[config.mk]
export PLATFORM = sky130hd
export DESIGN_NAME = trap_controller
export DESIGN_NICKNAME = d
export VERILOG_FILES = /design/src/rtl/trap_controller.sv
export SDC_FILE = /design/constraint.sdc
export NUM_CORES = 1
export LEC_CHECK = 0
export CORE_AREA = 2 2 133 135
export CTS_CLUSTER_SIZE = 8
export DETAILED_ROUTE_END_ITERATION = 12
export DIE_AREA = 0 0 135 137
export GPL_ROUTABILITY_DRIVEN = 0
export PLACE_DENSITY = 0.73
export SLEW_MARGIN = 15
export SYNTH_ARGS = -nofsm -noshare
export SYNTH_HDL_FRONTEND = slang
export SYNTH_SLANG_ARGS = --single-unit
[constraint.sdc]
create_clock -name clk_i -period 9 [get_ports clk_i]
set_clock_uncertainty 0.2 [all_clocks]
set_input_delay 0.9 -clock clk_i [delete_from_list [all_inputs] [get_ports clk_i]]
set_output_delay 0.9 -clock clk_i [all_outputs]
set_load 0.05 [all_outputs]
[src/rtl/trap_controller.sv]
// trap_controller: arbitrates synchronous exceptions, MRET and the three
// machine-level interrupts, produces the CSR trap/MRET strobes with the
// mepc/mcause/mtval write values, flushes the pipeline and hands the new
// PC to fetch through a valid/ready redirect handshake.
module trap_controller #(
   parameter int   IRQ_SYNC_STAGES = 2,
   parameter logic VECTORED_EN     = 1'b1
) (
   input  logic        clk_i,
   input  logic        rst_i,
   input  logic        exc_valid_i,
   input  logic [4:0]  exc_cause_i,
   input  logic [31:0] exc_pc_i,
   input  logic [31:0] exc_tval_i,
   input  logic        mret_req_i,
   output logic        req_ready_o,
   input  logic        int_boundary_i,
   input  logic [31:0] int_pc_i,
   input  logic        irq_software_i,
   input  logic        irq_timer_i,
   input  logic        irq_external_i,
   input  logic        mstatus_mie_i,
   input  logic [31:0] mie_i,
   input  logic [29:0] mtvec_base_i,
   input  logic [1:0]  mtvec_mode_i,
   input  logic [31:0] mepc_i,
   output logic        trap_en_o,
   output logic        mret_en_o,
   output logic [31:0] mepc_o,
   output logic [31:0] mcause_o,
   output logic [31:0] mtval_o,
   output logic        flush_o,
   output logic        redirect_valid_o,
   output logic [31:0] redirect_pc_o,
   input  logic        redirect_ready_i,
   output logic        busy_o
);

   typedef enum logic [1:0] {
      ST_IDLE  = 2'd0,
      ST_TRAP  = 2'd1,
      ST_MRET  = 2'd2,
      ST_REDIR = 2'd3
   } state_t;

   state_t      r_state;
   logic        r_req_ready;
   logic        r_trap_en;
   logic        r_mret_en;
   logic        r_flush;
   logic        r_redirect_valid;
   logic        r_busy;
   logic [31:0] r_mepc;
   logic [31:0] r_mcause;
   logic [31:0] r_mtval;
   logic [31:0] r_redirect_pc;
   logic        r_is_int;
   logic [4:0]  r_code;

   // irq lines packed as {external, software, timer}
   logic [2:0]  w_irq_raw;
   logic [2:0]  w_irq_sync;
   logic        w_pend_ext;
   logic        w_pend_sw;
   logic        w_pend_tim;
   logic        w_irq_take;
   logic [4:0]  w_irq_code;
   logic [31:0] w_vec_off;
   logic [31:0] w_trap_target;
   logic        w_unused;

   assign w_irq_raw = {irq_external_i, irq_software_i, irq_timer_i};

   generate
      if (IRQ_SYNC_STAGES == 0) begin : g_nosync
         assign w_irq_sync = w_irq_raw;
      end else begin : g_sync
         logic [2:0] r_sync [IRQ_SYNC_STAGES];
         // Shift the raw interrupt lines through the synchronizer chain
         always_ff @(posedge clk_i or posedge rst_i) begin
            if (rst_i) begin
               for (int i = 0; i < IRQ_SYNC_STAGES; i++) begin
                  r_sync[i] <= 3'b000;
               end
            end else begin
               r_sync[0] <= w_irq_raw;
               for (int i = 1; i < IRQ_SYNC_STAGES; i++) begin
                  r_sync[i] <= r_sync[i-1];
               end
            end
         end
         assign w_irq_sync = r_sync[IRQ_SYNC_STAGES-1];
      end
   endgenerate

   assign w_pend_ext = w_irq_sync[2] & mie_i[11];
   assign w_pend_sw  = w_irq_sync[1] & mie_i[3];
   assign w_pend_tim = w_irq_sync[0] & mie_i[7];
   assign w_irq_take = mstatus_mie_i & int_boundary_i & (w_pend_ext | w_pend_sw | w_pend_tim);

   // Fixed interrupt priority: MEI > MSI > MTI
   always_comb begin
      w_irq_code = 5'd7;
      if (w_pend_ext) begin
         w_irq_code = 5'd11;
      end else if (w_pend_sw) begin
         w_irq_code = 5'd3;
      end else begin
         w_irq_code = 5'd7;
      end
   end

   // Vectored offset applies only to interrupts with mtvec mode 01
   assign w_vec_off     = (VECTORED_EN && (mtvec_mode_i == 2'b01) && r_is_int) ?
                          {25'd0, r_code, 2'b00} : 32'd0;
   assign w_trap_target = {mtvec_base_i, 2'b00} + w_vec_off;

   // Bits of the CSR inputs this block has no use for
   assign w_unused = ^{mie_i[31:12], mie_i[10:8], mie_i[6:4], mie_i[2:0], mepc_i[1:0]};

   // Trap sequencing FSM with all outputs registered
   always_ff @(posedge clk_i or posedge rst_i) begin
      if (rst_i) begin
         r_state          <= ST_IDLE;
         r_req_ready      <= 1'b1;
         r_trap_en        <= 1'b0;
         r_mret_en        <= 1'b0;
         r_flush          <= 1'b0;
         r_redirect_valid <= 1'b0;
         r_busy           <= 1'b0;
         r_mepc           <= 32'd0;
         r_mcause         <= 32'd0;
         r_mtval          <= 32'd0;
         r_redirect_pc    <= 32'd0;
         r_is_int         <= 1'b0;
         r_code           <= 5'd0;
      end else begin
         case (r_state)
            ST_IDLE: begin
               if (exc_valid_i) begin
                  r_state     <= ST_TRAP;
                  r_mepc      <= exc_pc_i;
                  r_mcause    <= {27'd0, exc_cause_i};
                  r_mtval     <= exc_tval_i;
                  r_is_int    <= 1'b0;
                  r_trap_en   <= 1'b1;
                  r_flush     <= 1'b1;
                  r_req_ready <= 1'b0;
                  r_busy      <= 1'b1;
               end else if (mret_req_i) begin
                  r_state     <= ST_MRET;
                  r_mret_en   <= 1'b1;
                  r_flush     <= 1'b1;
                  r_req_ready <= 1'b0;
                  r_busy      <= 1'b1;
               end else if (w_irq_take) begin
                  r_state     <= ST_TRAP;
                  r_mepc      <= int_pc_i;
                  r_mcause    <= {1'b1, 26'd0, w_irq_code};
                  r_mtval     <= 32'd0;
                  r_is_int    <= 1'b1;
                  r_code      <= w_irq_code;
                  r_trap_en   <= 1'b1;
                  r_flush     <= 1'b1;
                  r_req_ready <= 1'b0;
                  r_busy      <= 1'b1;
               end else begin
                  r_state <= ST_IDLE;
               end
            end
            ST_TRAP: begin
               r_state          <= ST_REDIR;
               r_trap_en        <= 1'b0;
               r_flush          <= 1'b0;
               r_redirect_valid <= 1'b1;
               r_redirect_pc    <= w_trap_target;
            end
            ST_MRET: begin
               r_state          <= ST_REDIR;
               r_mret_en        <= 1'b0;
               r_flush          <= 1'b0;
               r_redirect_valid <= 1'b1;
               r_redirect_pc    <= {mepc_i[31:2], 2'b00};
            end
            ST_REDIR: begin
               if (redirect_ready_i) begin
                  r_state          <= ST_IDLE;
                  r_redirect_valid <= 1'b0;
                  r_req_ready      <= 1'b1;
                  r_busy           <= 1'b0;
               end else begin
                  r_state <= ST_REDIR;
               end
            end
            default: begin
               r_state          <= ST_IDLE;
               r_req_ready      <= 1'b1;
               r_trap_en        <= 1'b0;
               r_mret_en        <= 1'b0;
               r_flush          <= 1'b0;
               r_redirect_valid <= 1'b0;
               r_busy           <= 1'b0;
            end
         endcase
      end
   end

   assign req_ready_o      = r_req_ready;
   assign trap_en_o        = r_trap_en;
   assign mret_en_o        = r_mret_en;
   assign flush_o          = r_flush;
   assign redirect_valid_o = r_redirect_valid;
   assign redirect_pc_o    = r_redirect_pc;
   assign busy_o           = r_busy;
   assign mepc_o           = r_mepc;
   assign mcause_o         = r_mcause;
   assign mtval_o          = r_mtval;

endmodule

==> flow_summary.yaml, run 1 <==
timing:
  period_share_pct: 37.0
  setup_slack_ns: 5.67
  worstMarginPinSlew_ns: 0.960
  min_period_ns: 3.33
  setup_tns_ns: 0
  finalSetupViolations: 0
  finalHoldViolCount: 0
  max_freq_ghz: 0.300
  rsz0062_at_grt: "no"
  relSlewSlack_pct: 36.0
  slew_violations: 0
yosys:
  synth_cell_types: 51
  synth.cell_area_um2: 5770
  synthCells: 565
  synth-seq-cells: 117
  yosysSeqAreaShare_pct: 50.7
  avgSynthCellArea_um2: 10.2
  yosys_warnings: 0
worst_setup_path:
  cp-end-kind: "flop"
  reg2regPathDepth: 9
  worstReg2RegStart: "r_is_int"
  reg2reg_to: "redirect_pc_o[27]"
  critPathKind: "input port to flop"
  cp.arrival_ns: 3.47
  critPathRequiredTime_ns: 9.14
  rrSetupSlack_ns: 6.25
  critPathLaunchType: "input port"
  worstPathMaxFanout: 10
power_and_ir_drop:
  irDropWorstVdd_v: 0.000195
  p_per_area_nw_per_um2: 385
  leakagePower_nw: 4.00
  total_power_mw: 3.56
die:
  dieArea_um2: 18500
  ios: 341
  core_um2: 17100
  die_w_um: 135
  die_h_um: 137
  rows: 48
  initial_utilization_pct: 33.8
detailed_routing:
  vias: 5048
  drtPass1Iterations: 4
  ant_nets: 0
  post_drt_wl_per_cell_um: 15.8
  route.detailed.drc: 0
  drtIter0Drc: 210
  vias_per_cell: 4.69
  drt-total-wl_um: 17000
outcome:
  outcome: "finished clean"
clock_network:
  post_cts_buffers: 0
  cts_root_buf: "clkbuf_16"
  cts_buffers: 17
  clock-sinks: 117
  cts_htree_levels: 4
  clock_path_buffers: 2
  cts_resized: 0
  worstSkewPairLatency_ns: 0.41
  clk_pin_slew_ns: 0.05
  cts_tree: "yes"
  cts_hold_buf: 0
global_routing:
  track_usage_pct: 18.4
  antenna_found_initial: 0
  gr-total-overflow: 0
  grt_pass1_wl_um: 26100
  grt_pass1_vias: 5009
  grt_max_degree: 105
final_layout:
  num-nets-final: 1053
  layout.area.seq_um2: 2930
  drive_gt1_share_pct: 6.46
  antenna_cells: 0
  area_growth_pct: 60.2
  multi_input_area_um2: 2560
  fillerInstances: 1543
placed_design:
  place_ws_ns: 5.29
  dp_hpwl_um: 12700
  port_buffers: 281
worst_hold_path:
  min-delay-start: "g_sync.r_sync[5]"
  hold_path_end: "w_irq_sync[2]"
  min_path_cells: 0
  worstHoldPathType: "flop to flop"
job:
  drv_cap: 0
## worst max-delay path, cell delays in order
cell,delay (ns)
clkdlybuf4s50_1,0.48
and4b_1,0.43
xor2_1,0.19
ha_1,0.19
a21o_1,0.13
a21oi_1,0.09
a21boi_2,0.52
nand4_2,0.22
nand4b_1,0.22
nand3_1,0.10
## state kept, by name, summed over array words and instances, names as in the netlist
signal,count
busy_o,1
r_state,2
mtval_o,32
mepc_o,32
trap_en_o,1
w_irq_sync,3
req_ready_o,1
mret_en_o,1
r_code,3
redirect_pc_o,30
redirect_valid_o,1
r_is_int,1
flush_o,1
mcause_o,5
g_sync.r_sync,3
## cell usage after synthesis (all sizes together)
cell | count | area [µm²]
a21oi | 35 | 175
nand4 | 7 | 65.1
o21bai | 1 | 7.51
and2 | 7 | 45.1
mux2i | 35 | 350
nor2b | 25 | 156
a21o | 5 | 38.8
nand2 | 63 | 239
a22oi | 1 | 7.51
buf | 44 | 293
conb | 1 | 3.75
dfrtp | 116 | 2900
nand3 | 17 | 90.1
o311ai | 1 | 8.76
inv | 10 | 37.5
o22a | 2 | 17.5
a22o | 33 | 289
dfstp | 1 | 26.3
and3 | 8 | 50.1
and2b | 1 | 8.76
nor2 | 12 | 45.0
nand2b | 1 | 6.26
nor4 | 1 | 6.26
nor3 | 2 | 21.3
and4 | 2 | 17.5
a31oi | 2 | 12.5
or2 | 1 | 6.26
xor2 | 22 | 193
nand4b | 1 | 8.76
mux2 | 2 | 22.5
and4b | 1 | 10.0
o21ai | 70 | 350
ha | 8 | 100
clkbuf | 16 | 60.1
o211ai | 1 | 7.51
a221oi | 1 | 15.0
xnor2 | 5 | 43.8
o21a | 1 | 7.51
or4 | 2 | 15.0
a21boi | 1 | 11.3
## logic make-up after synthesis
kind of cell | share of synthesized area [%]
AOI/OAI and AO/OA | 16.4
and+or+nand+nor | 13.7
DFF | 50.7
buffers and inverters | 6.76
muxes | 6.46
xor gates and xnor gates | 4.10
adders and majority gates | 1.73
other | 0.0650
## per-layer routing
layer	wire [µm]	track usage, %
met1	6750	21.3
met2	8170	30.5
met3	1720	7.11
met4	403	7.64
met5	0	0
## area by class of cell
cell class / instances / share of cell area [%]
inverter: 10 / 0.433
tap: 225 / 3.05
clock buffer: 18 / 4.75
sequential: 117 / 31.7
clock inverter: 14 / 1.53
timing repair buffer: 287 / 30.9
multi-input combinational: 405 / 27.7
## placed cells by master (no fill, tap or decap), types with 2 or more instances in the layout
master / instances
clkdlybuf4s50_1: 280
dfrtp_1: 116
nand2_1: 61
o21ai_0: 61
mux2i_1: 35
a21oi_1: 35
a22o_1: 33
conb_1: 28
nor2b_1: 25
xor2_1: 22
clkbuf_16: 17
nand3_1: 16
nor2_1: 12
o21ai_1: 9
inv_1: 9
and3_1: 8
ha_1: 8
and2_1: 6
inv_6: 6
buf_4: 6
xnor2_1: 5
nand4_1: 5
a21o_1: 4
clkinvlp_4: 3
and4_1: 2
or4_1: 2
a31oi_1: 2
mux2_2: 2
o22a_1: 2
inv_8: 2
## worst max-delay path by stage
stage	from	endpoint	slack, ns	cells past startpoint
2_1_floorplan	rst_i	busy_o	4.80	1
3_3_place_gp	mtvec_mode_i[0]	redirect_pc_o[24]	5.30	10
3_5_place_dp	mtvec_mode_i[0]	redirect_pc_o[24]	5.29	10
4_1_cts	mtvec_mode_i[0]	redirect_pc_o[24]	5.69	10
5_1_grt	mtvec_mode_i[0]	redirect_pc_o[22]	5.54	10
6_report	mtvec_mode_i[0]	redirect_pc_o[24]	5.67	10
## metrics by stage
stage / cell area, µm² / utilization [%] / cells / hold slack [ns]
2_1_floorplan: 5870 / - / 592 / 0.131
3_3_place_gp: 8660 / 50.8 / 1044 / 0.135
3_5_place_dp: 8660 / 50.8 / 1044 / 0.138
4_1_cts: 9250 / 54.2 / 1076 / 0.156
5_1_grt: 9250 / 54.2 / 1076 / 0.168
6_report: 9250 / 54.2 / 1076 / 0.153
## where the power goes
| group | total (mW) | internal (mW) | switching, mW |
|---|---|---|---|
| sequential | 0.895 | 0.772 | 0.123 |
| clock | 0.668 | 0.396 | 0.273 |
| combinational | 2.00 | 0.682 | 1.32 |
| total | 3.56 | 1.85 | 1.71 |
(Power assumes the default switching activity.)
==> run 2, diff against run 1 <==
Settings changed: CORE_AREA 2 2 133 135 to 2 2 134 136, DIE_AREA 0 0 135 137 to 0 0 136 138.
Clock period 9 ns to 3.3 ns, I/O delays scaled along.
==> run 2 against run 1 <==
  * Final cell count is 1.4% higher
  * Critical path depth is 1 lower
  * Combinational power grew to 2.8 times the previous value
  * Sequential cell count is the same
  * Worst setup slack got worse by 5.1 ns
  * Sequential share of layout area decreased by 0.44 points
  * Critical endpoint is now redirect_pc_o[26]
==> flow_summary.yaml, run 2 (synthesized netlist as in run 1, its figures left out) <==
clock_network:
  clock-sinks: 117
  cts_hold_buf: 0
  clk_pin_slew_ns: 0.06
  post_cts_buffers: 0
  clock_path_buffers: 2
  cts_buffers: 17
  cts_resized: 0
  cts_root_buf: "clkbuf_16"
  cts_tree: "yes"
  worstSkewPairLatency_ns: 0.41
  cts_htree_levels: 4
power_and_ir_drop:
  leakagePower_nw: 4.06
  pwr-share-seq_pct: 25.0
  p_sw_share_pct: 47.5
  p_int_mw: 5.16
  p_per_area_nw_per_um2: 1050
  comb_power_share_pct: 56.0
  irDropWorstVdd_v: 0.000530
  switchingPower_mw: 4.67
  clkPwrFrac_pct: 19.0
detailed_routing:
  drtIter0Drc: 160
  vias: 5070
  vias_per_cell: 4.65
  drtPass1Iterations: 4
  drt-total-wl_um: 17100
  route.detailed.drc: 0
  post_drt_wl_per_cell_um: 15.7
  ant_nets: 0
final_layout:
  layout_commonest_cell: "clkdlybuf4s50_1"
  multi_input_area_um2: 2560
  fillerInstances: 1630
  num-nets-final: 1064
  layout.area.seq_um2: 2930
  drive_gt1_share_pct: 7.66
  area_growth_pct: 62.4
  design_area_um2: 9370
  layout_common_cells: "clkdlybuf4s50_1 (280), dfrtp_1 (116), nand2_1 (61), o21ai_0 (61)"
  antenna_cells: 0
worst_setup_path:
  critPathLaunchType: "flop"
  worstPathMaxFanout: 10
  critPathKind: "flop to flop"
  rrSetupSlack_ns: 0.62
  cp.arrival_ns: 2.77
  critPathRequiredTime_ns: 3.38
  worstReg2RegStart: "r_is_int"
  reg2regPathDepth: 9
  cp-end-kind: "flop"
  reg2reg_to: "redirect_pc_o[26]"
timing:
  relSlewSlack_pct: 58.4
  max_freq_ghz: 0.373
  slew_violations: 0
  finalHoldViolCount: 0
  finalSetupViolations: 0
  rsz0062_at_grt: "no"
  setup_slack_ns: 0.616
  worstMarginPinSlew_ns: 0.623
  period_share_pct: 81.3
  min_period_ns: 2.68
  setup_tns_ns: 0
worst_hold_path:
  min_path_cells: 1
  min-delay-start: "irq_software_i"
  hold_path_end: "g_sync.r_sync[4]"
  worstHoldPathType: "input port to flop"
placed_design:
  port_buffers: 281
  place_ws_ns: 0.197
  dp_hpwl_um: 13000
  place_area_um2: 8780
job:
  drv_cap: 0
global_routing:
  track_usage_pct: 18.6
  grt_max_degree: 73
  grt_pass1_wl_um: 27200
  gr-total-overflow: 0
  grt_pass1_vias: 5064
  antenna_found_initial: 0
die:
  core_um2: 17500
  die_h_um: 138
  dieArea_um2: 18800
  die_w_um: 136
  rows: 49
  initial_utilization_pct: 32.9
  ios: 341
outcome:
  outcome: "finished clean"
==> run 2: how the worst max path moves through the flow <==
stage | cells after the start | to | from
CTS | 9 | redirect_pc_o[24] | r_is_int
finish | 9 | redirect_pc_o[26] | r_is_int
floorplan | 9 | redirect_pc_o[31] | r_is_int
detailed placement | 10 | redirect_pc_o[24] | mtvec_mode_i[1]
global route | 9 | redirect_pc_o[24] | r_is_int
global placement | 10 | redirect_pc_o[24] | mtvec_mode_i[1]
==> run 2: cell type report <==
| class | instances | share of cell area [%] |
|---|---|---|
| Tap cell | 229 | 3.06 |
| Clock inverter | 15 | 1.82 |
| Multi-Input combinational cell | 405 | 27.3 |
| Inverter | 10 | 0.440 |
| Clock buffer | 17 | 4.54 |
| Timing Repair Buffer | 298 | 31.6 |
| Sequential cell | 117 | 31.2 |
==> run 2: per-layer routing <==
metal	global-route usage (%)	vias to the layer above	share of wire, %
met5	0	-	0
met4	6.25	0	1.6
met3	7.04	20	9.3
met2	30.5	209	49
met1	22.4	2350	41
li1	-	2491	-
==> run 2: power by group through the flow <==
stage,logic [mW],clock network (mW),registers [mW]
2_1_floorplan,1.54,0,4.54
3_3_place_gp,5.49,0,2.45
3_5_place_dp,5.56,0,2.46
4_1_cts,5.56,1.91,2.46
5_1_grt,5.87,1.99,2.54
6_report,5.50,1.87,2.46
==> run 2: through the flow <==
stage	utilization, %	hold slack (ns)	total power, mW	instances
2_1_floorplan	-	0.131	6.08	592
3_3_place_gp	50.1	0.135	7.94	1059
3_5_place_dp	50.1	0.137	8.02	1059
4_1_cts	53.5	0.136	9.94	1091
5_1_grt	53.5	0.151	10.4	1091
6_report	53.5	0.152	9.83	1091
==> run 2: critical path, stage by stage, from the launching register on <==
cell,delay [ns]
dfrtp_1,0.40
and2b_2,0.20
and3_1,0.18
ha_1,0.39
a21o_1,0.15
a21oi_1,0.09
a21boi_2,0.48
nand2_1,0.12
xor2_1,0.23
o21ai_0,0.11
